$ cat config.mk
export PLATFORM = sky130hd
export DESIGN_NAME = pic8259_lite
export DESIGN_NICKNAME = d
export VERILOG_FILES = /design/src/rtl/pic_pkg.sv /design/src/rtl/pic_prio_enc.sv /design/src/rtl/pic8259_lite.sv
export SDC_FILE = /design/constraint.sdc
export NUM_CORES = 1
export LEC_CHECK = 0
export CELL_PAD_IN_SITES_DETAIL_PLACEMENT = 1
export CELL_PAD_IN_SITES_GLOBAL_PLACEMENT = 2
export CORE_ASPECT_RATIO = 1.2
export CORE_MARGIN = 2
export CORE_UTILIZATION = 31
export CTS_BUF_LIST = sky130_fd_sc_hd__clkbuf_8
export DETAILED_ROUTE_END_ITERATION = 10
export GPL_ROUTABILITY_DRIVEN = 0
export HOLD_SLACK_MARGIN = 0.08
export PLACE_DENSITY_LB_ADDON = 0.1
export SLEW_MARGIN = 15
export SYNTH_ARGS = -nofsm -noshare
export SYNTH_HDL_FRONTEND = slang
export SYNTH_SLANG_ARGS = --single-unit
$ cat constraint.sdc
create_clock -name clk -period 2.9 [get_ports clk]
set_input_delay 0.435 -clock clk [delete_from_list [all_inputs] [get_ports clk]]
set_output_delay 0.435 -clock clk [all_outputs]
set_load 0.01 [all_outputs]
$ cat src/rtl/pic_pkg.sv
// Shared constants and command decode for the pic8259_lite interrupt controller.
package pic_pkg;

   localparam logic [14:0] PIC_W0_OFS   = 15'd0;
   localparam logic [14:0] PIC_W1_OFS   = 15'd1;
   localparam logic [7:0]  EOI_NONSPEC  = 8'h20;
   localparam logic [2:0]  EOI_SPEC     = 3'b011;
   localparam logic [7:0]  IMR_RESET    = 8'hFF;
   localparam logic [2:0]  SPURIOUS_IDX = 3'd7;

   typedef enum logic [1:0] {
      REG_NONE,
      REG_W0,
      REG_W1
   } reg_sel_e;

   typedef enum logic [1:0] {
      CMD_NONE,
      CMD_EOI_NONSPEC,
      CMD_EOI_SPEC
   } cmd_e;

   // Specific EOI is exactly 8'h60..8'h67; everything else that is not 8'h20 is ignored.
   function automatic cmd_e decode_cmd(input logic [7:0] i_byte);
      cmd_e v_cmd;
      v_cmd = CMD_NONE;
      if (i_byte == EOI_NONSPEC)
         v_cmd = CMD_EOI_NONSPEC;
      else if (i_byte[7:5] == EOI_SPEC && i_byte[4:3] == 2'b00)
         v_cmd = CMD_EOI_SPEC;
      return v_cmd;
   endfunction

endpackage

$ cat src/rtl/pic_prio_enc.sv
// 8-bit priority encoder: the lowest set index wins, o_valid flags any set bit.
module pic_prio_enc (
   input  logic [7:0] i_req,
   output logic [2:0] o_idx,
   output logic       o_valid
);

   always_comb begin
      // NOTE: defaults before the loop keep every path assigned, so no latch is inferred.
      o_idx   = 3'd0;
      o_valid = 1'b0;
      for (int i = 7; i >= 0; i--) begin
         if (i_req[i]) begin
            o_idx   = 3'(i);
            o_valid = 1'b1;
         end
      end
   end

endmodule

$ cat src/rtl/pic8259_lite.sv
// Edge-triggered 8-input interrupt controller with fixed, fully nested priority
// and a two-word I/O register interface on the core's OR-combined return bus.
module pic8259_lite
   import pic_pkg::*;
#(
   parameter logic [15:0] BASE_PORT = 16'h0020,
   parameter logic [7:0]  VEC_RESET = 8'h08
) (
   input  logic        clk,
   input  logic        reset,
   input  logic        io_access,
   input  logic [15:1] io_addr,
   input  logic        io_wr_en,
   input  logic [1:0]  io_bytesel,
   input  logic [15:0] io_wdata,
   output logic [15:0] io_rdata,
   output logic        io_ack,
   input  logic [7:0]  irq_in,
   output logic        intr,
   input  logic        inta,
   output logic [7:0]  irq
);

   logic [7:0]  r_sync1, r_sync2, r_sync3;
   logic [7:0]  r_irr, r_isr, r_imr;
   logic [4:0]  r_base;
   logic        r_inta_q;
   logic        r_intr;
   logic [7:0]  r_irq;
   logic        r_ack;
   logic [15:0] r_rdata;

   logic [7:0]  w_edge, w_pend, w_eoi_clr, w_ack_set, w_isr_next, w_irr_next;
   logic [2:0]  w_pend_idx, w_isr_idx;
   logic        w_pend_v, w_isr_v, w_inta_edge;
   logic [15:0] w_rdata;
   reg_sel_e    w_sel;
   cmd_e        w_cmd;
   logic        w_unused_wdata;

   assign w_edge         = r_sync2 & ~r_sync3;
   assign w_pend         = r_irr & ~r_imr;
   assign w_inta_edge    = inta & ~r_inta_q;
   assign w_cmd          = decode_cmd(io_wdata[7:0]);
   assign w_unused_wdata = ^io_wdata[10:8];

   pic_prio_enc u_pend_enc (.i_req(w_pend), .o_idx(w_pend_idx), .o_valid(w_pend_v));
   pic_prio_enc u_isr_enc  (.i_req(r_isr),  .o_idx(w_isr_idx),  .o_valid(w_isr_v));

   // The core holds io_access through the ack cycle, so that cycle is not a new access.
   always_comb begin
      w_sel = REG_NONE;
      if (io_access && !r_ack) begin
         if (io_addr == BASE_PORT[15:1] + PIC_W0_OFS)
            w_sel = REG_W0;
         else if (io_addr == BASE_PORT[15:1] + PIC_W1_OFS)
            w_sel = REG_W1;
      end
   end

   always_comb begin
      w_rdata = 16'h0000;
      case (w_sel)
         REG_W0:  w_rdata = {r_isr, r_irr};
         REG_W1:  w_rdata = {r_base, 3'b000, r_imr};
         default: w_rdata = 16'h0000;
      endcase
   end

   // EOI clears first, then the acknowledge sets, so both can land on one edge.
   always_comb begin
      w_eoi_clr = 8'h00;
      w_ack_set = 8'h00;
      if (w_sel == REG_W0 && io_wr_en && io_bytesel[0]) begin
         case (w_cmd)
            CMD_EOI_NONSPEC: if (w_isr_v) w_eoi_clr[w_isr_idx] = 1'b1;
            CMD_EOI_SPEC:    w_eoi_clr[io_wdata[2:0]] = 1'b1;
            default:         w_eoi_clr = 8'h00;
         endcase
      end
      if (w_inta_edge && w_pend_v)
         w_ack_set[w_pend_idx] = 1'b1;
   end

   assign w_isr_next = (r_isr & ~w_eoi_clr) | w_ack_set;
   assign w_irr_next = (r_irr & ~w_ack_set) | w_edge;

   // NOTE: every register here uses <= so all of them see pre-edge values of each other.
   always_ff @(posedge clk) begin
      if (reset) begin
         r_sync1  <= 8'h00;
         r_sync2  <= 8'h00;
         r_sync3  <= 8'h00;
         r_irr    <= 8'h00;
         r_isr    <= 8'h00;
         r_imr    <= IMR_RESET;
         r_base   <= VEC_RESET[7:3];
         r_inta_q <= 1'b1;  // an inta already high at reset must fall before it counts
         r_intr   <= 1'b0;
         r_irq    <= 8'h00;
         r_ack    <= 1'b0;
         r_rdata  <= 16'h0000;
      end else begin
         r_sync1  <= irq_in;
         r_sync2  <= r_sync1;
         r_sync3  <= r_sync2;
         r_inta_q <= inta;
         r_irr    <= w_irr_next;
         r_isr    <= w_isr_next;
         if (w_sel == REG_W1 && io_wr_en) begin
            if (io_bytesel[0]) r_imr  <= io_wdata[7:0];
            if (io_bytesel[1]) r_base <= io_wdata[15:11];
         end
         if (w_inta_edge)
            r_irq <= w_pend_v ? {r_base, w_pend_idx} : {r_base, SPURIOUS_IDX};
         r_intr  <= w_pend_v && (!w_isr_v || (w_pend_idx < w_isr_idx));
         r_ack   <= (w_sel != REG_NONE);
         r_rdata <= w_rdata;
      end
   end

   assign io_ack   = r_ack;
   assign io_rdata = r_rdata;
   assign intr     = r_intr;
   assign irq      = r_irq;

endmodule

==> impl_metrics.toml, run 1 <==
[drt]
postRouteAntennaNets = 0
detailedRoute.firstIterationViolations = 90
detail_route.wirelength_um = 8760
detailroute.via_count = 2681
dr.pass1.iters = 4
drt-wirelength-per-cell_um = 15.7
remaining_drc_errors = 0
viasPerCell = 4.80

[placed_design]
io_buffers = 68
detailedPlace.worstSlack_ps = -118
dpl_cell_area_mm2 = 0.00407
detailedPlacementHpwl_um = 6610

[global_routing]
first_global_vias = 2807
grt_remaining_overflow = 0
grt.total_usage_pct = 16.9
grt_pass1_wl_um = 14200
grt_max_degree = 42
grt_antenna_before_repair = 0

[cts]
clock_latency_ps = 360
clock-root-buffer = "sky130_fd_sc_hd__clkbuf_8"
cts_made_buffers = 9
cts_setup_buffers = 0
tritoncts = "built"
clkSlewWorstSetupHoldPaths_ps = 80
clk_path_buf_depth = 2
clock_sink_count = 80
cts.htree.levels = 3

[floorplanning]
design.die.area_mm2 = 0.0111
start_util_pct = 31.7
rows = 40
placeableCoreArea_mm2 = 0.0100
chip_width_um = 96.4
pin_count = 72
dieHeight_um = 115

[synth]
ys.flop_type = "sky130_fd_sc_hd__dfxtp_1"
synth-xor-area-share_pct = 0
register_bit_total_from_synthesis = 80
netlist_instances = 349
synth_top_area_share_pct = 50.4
synth_top_family_by_area = "simple AND/OR/NAND/NOR gates"
yosysWarnings = 0
synth_area_leaders = "sky130_fd_sc_hd__dfxtp_1 50%, sky130_fd_sc_hd__nor2b_1 6.7%, sky130_fd_sc_hd__nand2_1 4.0%"
synth_seq_area_share_pct = 50.4
synth_top_cell_by_area = "sky130_fd_sc_hd__dfxtp_1"
avgSynthCellArea_um2 = 9.10
synth.mux.area_fraction_pct = 1.26
synth_compound_area_share_pct = 15.7
post_synth_instance_area_mm2 = 0.00318
synth_async_reset_ratio_pct = 0
post_synth_fa_ha_maj_area_fraction_pct = 1.97
synthesis.nets = 400
synth_simple_gate_area_share_pct = 27.7
synth-edff-count = 0
synth.distinct_cells = 47

[timing]
fin_crit_ps = 2620
final_critical_path_setup_slack_ps = 277
fmax_ghz = 0.381
clock_skew_ps = 6.47
hold-worst-slack_ps = 443
worstMarginPinSlew_ps = 608
setup_violation_total_in_the_final_timing_report = 0
timing.final.hold_violations = 0
layout_worst_path_cycle_share_pct = 90.4
slew_limit_headroom_pct = 58.9
rsz0062_at_grt = "false"
slew_violations = 0

[setup_path]
crit_type = "in -> reg"
crit_path_max_delay_cell_type = "sky130_fd_sc_hd__clkdlybuf4s50_1"
worst_ep_arrival_time_ps = 2860
cp_data_required_time_ps = 3140
crit_path_capture_type = "flip-flop"
start_kind = "primary input"
crit_chain = "clkdlybuf4s50_1 -> nor4b_1 -> nand4_1 -> or2_2 -> inv_1 -> ha_1 -> nand4_1 -> nor4_4 -> buf_4 -> nand4b_1 -> o21ai_1 -> o31ai_1"
critical_path.max_stage_delay_ps = 470
critical-path-top-cell-by-count = "sky130_fd_sc_hd__nand4_1"
crit_fanout = 4

[layout]
drive_above_1_share_pct = 10.2
most_frequent_cells_in_the_layout = "80 x sky130_fd_sc_hd__dfxtp_1, 67 x sky130_fd_sc_hd__clkdlybuf4s50_1, 34 x sky130_fd_sc_hd__nand2_1, 34 x sky130_fd_sc_hd__nor2b_1, 30 x sky130_fd_sc_hd__nor2_1"
nets = 478
layout.cells.most_common = "sky130_fd_sc_hd__dfxtp_1"
antennaDiodeCount = 0
area.growth.synth_to_final_pct = 36.9
layout.cell_area.non_filler_mm2 = 0.00435

[pwr]
p_per_area_mw_per_mm2 = 541
cellLeakagePower_nw = 1.64
ir_worst_vdd_uv = 220
total_power_mw = 2.35

[run]
timing.max_cap.violations = 0

[hold_path]
min_path_type = "reg -> reg"

[outcome]
status = "completed"
[sequential cells by signal, indices dropped and copies added (netlist names)]
name      count
r_sync1       8
r_sync2       8
r_base        5
intr          1
r_isr         8
irq           8
io_rdata     16
io_ack        1
r_irr         8
r_sync3       8
r_inta_q      1
r_imr         8
[kinds of logic (layout without fill, tap and decap cells)]
logic type,Yosys count,count (layout)
fa+ha+maj,5,5
flops,80,80
compound gates,75,75
buf+inv,25,108
mux,4,4
simple gates,160,160
[power by group]
part / internal, mW / switching [mW]
logic: 0.0783 / 0.0535
registers: 1.12 / 0.0111
clock network: 0.662 / 0.428
total: 1.86 / 0.492
[metal layers]
metal / track usage (%) / wire length, um
met5: 0 / 0
met4: 6.10 / 118
met1: 21.3 / 4040
met2: 28.3 / 4280
met3: 3.47 / 327
[synthesized netlist by cell type, drive strengths merged (2+ instances only)]
master,instances
o41ai,2
nand3,6
dfxtp,80
a21oi,22
nor2b,34
nor4b,2
nand3b,7
o32ai,3
a211o,2
nand4b,2
or4,2
and3,2
mux2i,4
o21ai,15
nor2,30
o21a,2
a211oi,2
nor3,5
and2,4
or2,4
clkbuf,15
ha,5
a311oi,2
inv,9
nand2,34
nor4,5
o22ai,2
a22oi,14
o31ai,3
nand2b,17
nand4,3
[final cells by class]
type,instances,area (um2)
Fill cell,1167,5660
Inverter,9,33.8
Clock buffer,9,124
Tap cell,126,158
Timing Repair Buffer,83,801
Multi-Input combinational cell,244,1490
Clock inverter,7,143
Sequential cell,80,1600
[path summary, 6_finish.rpt]
kind	from	end	slack [ps]	cells past startpoint
max reg2reg	io_ack	r_isr[7]	590	11
min	r_sync1[0]	r_sync2[0]	440	1
min reg2reg	r_sync1[0]	r_sync2[0]	440	1
max	io_addr[5]	r_isr[7]	280	12
[stage by stage]
step                util (%)  setup TNS (ps)  instances
CTS                     43.4               0        558
detailed placement      40.7            -641        542
global route            43.4               0        558
global placement        40.7            -648        542
floorplan                  -               0        349
finish                  43.4               0        558
[worst max-delay path, delay by kind of cell]
kind            cells  cell delay (ps)
buf+inv             3              740
simple gates        6             1200
fa+ha+maj           1              200
compound gates      2              280
[repair_timing]
item                                    CTS  global route
resized for setup                         0             1
endpoints found under the setup margin    0             4
hold buffers                              0             0
No activity file was read; power rests on OpenSTA's default activity.
==> run 2, diff against run 1 <==
SKIP_LAST_GASP = 1   (was default)
==> results of run 2 <==
Same layout as run 1: the final DEF is identical, and so are final timing and power.
==> run 3, diff against run 2 <==
CELL_PAD_IN_SITES_DETAIL_PLACEMENT = 0   (was 1)
CELL_PAD_IN_SITES_GLOBAL_PLACEMENT = 1   (was 2)
CORE_UTILIZATION = 39   (was 31)
==> impl_metrics.toml, run 3 (same netlist as run 1, synthesis figures left out) <==
[layout]
antennaDiodeCount = 0
layout.cells.most_common = "sky130_fd_sc_hd__dfxtp_1"
layout.cell_area.non_filler_mm2 = 0.00423
postLayoutCoreUtil_pct = 52.8
drive_above_1_share_pct = 9.53
finish.cell_count_without_fillers = 525
area.growth.synth_to_final_pct = 33.2
largest_register_ffs = 16
multi_input_comb_area_mm2 = 0.00148
nets = 476
final.fill_count = 797
most_frequent_cells_in_the_layout = "80 x sky130_fd_sc_hd__dfxtp_1, 67 x sky130_fd_sc_hd__clkdlybuf4s50_1, 34 x sky130_fd_sc_hd__nand2_1, 34 x sky130_fd_sc_hd__nor2b_1, 30 x sky130_fd_sc_hd__nor2_1"
reg_area_mm2 = 0.00160

[drt]
drt-wirelength-per-cell_um = 14.6
detailroute.via_count = 2684
viasPerCell = 5.11
detailedRoute.firstIterationViolations = 98
detail_route.wirelength_um = 7640
postRouteAntennaNets = 0
dr.pass1.iters = 4
remaining_drc_errors = 0

[cts]
cts_setup_buffers = 0
clock_latency_ps = 370
cts.repair.resized = 0
tritoncts = "built"
cts_made_buffers = 9
clock-root-buffer = "sky130_fd_sc_hd__clkbuf_8"
clock_sink_count = 80
clk_path_buf_depth = 2
clkSlewWorstSetupHoldPaths_ps = 90
cts.htree.levels = 3
cts_hold_repair.buffers = 0

[outcome]
status = "completed"

[pwr]
p_per_area_mw_per_mm2 = 504
ir_worst_vdd_uv = 352
total_power_mw = 2.13
cellLeakagePower_nw = 1.60

[placed_design]
dpl_cell_area_mm2 = 0.00402
placedCellCount = 509
detailedPlace.worstSlack_ps = -149
io_buffers = 68
detailedPlacementHpwl_um = 5690

[global_routing]
grt.total_usage_pct = 18.6
grt_remaining_overflow = 0
grt_antenna_before_repair = 0
grt_pass1_wl_um = 12600
first_global_vias = 2601
grt_max_degree = 28

[timing]
rsz0062_at_grt = "false"
setup_violation_total_in_the_final_timing_report = 0
fin_crit_ps = 2620
layout_worst_path_cycle_share_pct = 90.3
timing.final.hold_violations = 0
fmax_ghz = 0.382
clock_skew_ps = 8.00
slew_violations = 0
worstMarginPinSlew_ps = 628
final_critical_path_setup_slack_ps = 283
slew_limit_headroom_pct = 57.6

[floorplanning]
pin_count = 72
start_util_pct = 39.6
design.die.area_mm2 = 0.00888
chip_width_um = 86.4
placeableCoreArea_mm2 = 0.00802
dieHeight_um = 103
rows = 36

[setup_path]
cp_data_required_time_ps = 3150
crit_fanout = 7
worst_ep_arrival_time_ps = 2860
crit_type = "in -> reg"
crit_path_capture_type = "flip-flop"
start_kind = "primary input"

[hold_path]
min_path_type = "reg -> reg"

[run]
timing.max_cap.violations = 0
## run 3: cell count changes in the layout (fill, tap and decap cells not counted)
cell,before,now
sky130_fd_sc_hd__clkinv_2,1,0
sky130_fd_sc_hd__inv_8,0,2
sky130_fd_sc_hd__nor4b_2,1,0
sky130_fd_sc_hd__clkinvlp_4,0,1
sky130_fd_sc_hd__nor4b_1,1,2
sky130_fd_sc_hd__bufinv_16,4,1
sky130_fd_sc_hd__inv_6,1,2
sky130_fd_sc_hd__buf_4,14,12
## run 3: layer usage
metal	part of all wire (%)	global-route usage (%)	vias to the layer above	routed length, um
met5	0	0	-	0
met1	45	22.8	1241	3400
met2	49	30.9	68	3750
li1	-	-	1367	-
met4	1.4	7.21	0	106
met3	5.0	5.20	8	381
## run 3: worst max-delay path: stages
cell and delay [ps]:
sky130_fd_sc_hd__clkdlybuf4s50_1 400, sky130_fd_sc_hd__nor4b_1 300, sky130_fd_sc_hd__nand4_1 150, sky130_fd_sc_hd__or2_2 310, sky130_fd_sc_hd__inv_1 60, sky130_fd_sc_hd__ha_1 200, sky130_fd_sc_hd__nand4_1 160, sky130_fd_sc_hd__nor4_4 270
sky130_fd_sc_hd__buf_4 210, sky130_fd_sc_hd__nand4b_1 120, sky130_fd_sc_hd__o21ai_1 160, sky130_fd_sc_hd__o31ai_1 80
## run 3: layout make-up
class,count,share of cell area [%]
clock buffer,9,2.93
clock inverter,7,2.04
inverter,9,0.799
multi-input combinational,244,35.0
sequential,80,37.9
tap,95,2.81
timing repair buffer,81,18.6
## run 3: power by group
part | internal (mW) | leakage (nW) | switching (mW)
logic | 0.0788 | 0.845 | 0.0520
registers | 1.12 | 0.651 | 0.0103
clock network | 0.417 | 0.104 | 0.454
## run 3: final timing paths
kind	startpoint	to	slack, ps	depth (start not counted)
worst min register to register	r_sync1[7]	r_sync2[7]	430	1
worst min-delay path	r_sync1[7]	r_sync2[7]	430	1
worst max-delay path	io_addr[6]	r_isr[7]	280	12
worst max register to register	io_ack	r_isr[7]	580	11
## run 3: metrics by stage
step                      hold WS [ps]  TNS [ps]
after floorplan                    414         0
after global placement             418      -629
after detailed placement           424      -726
after CTS                          440         0
after global routing               458         0
final                              432         0
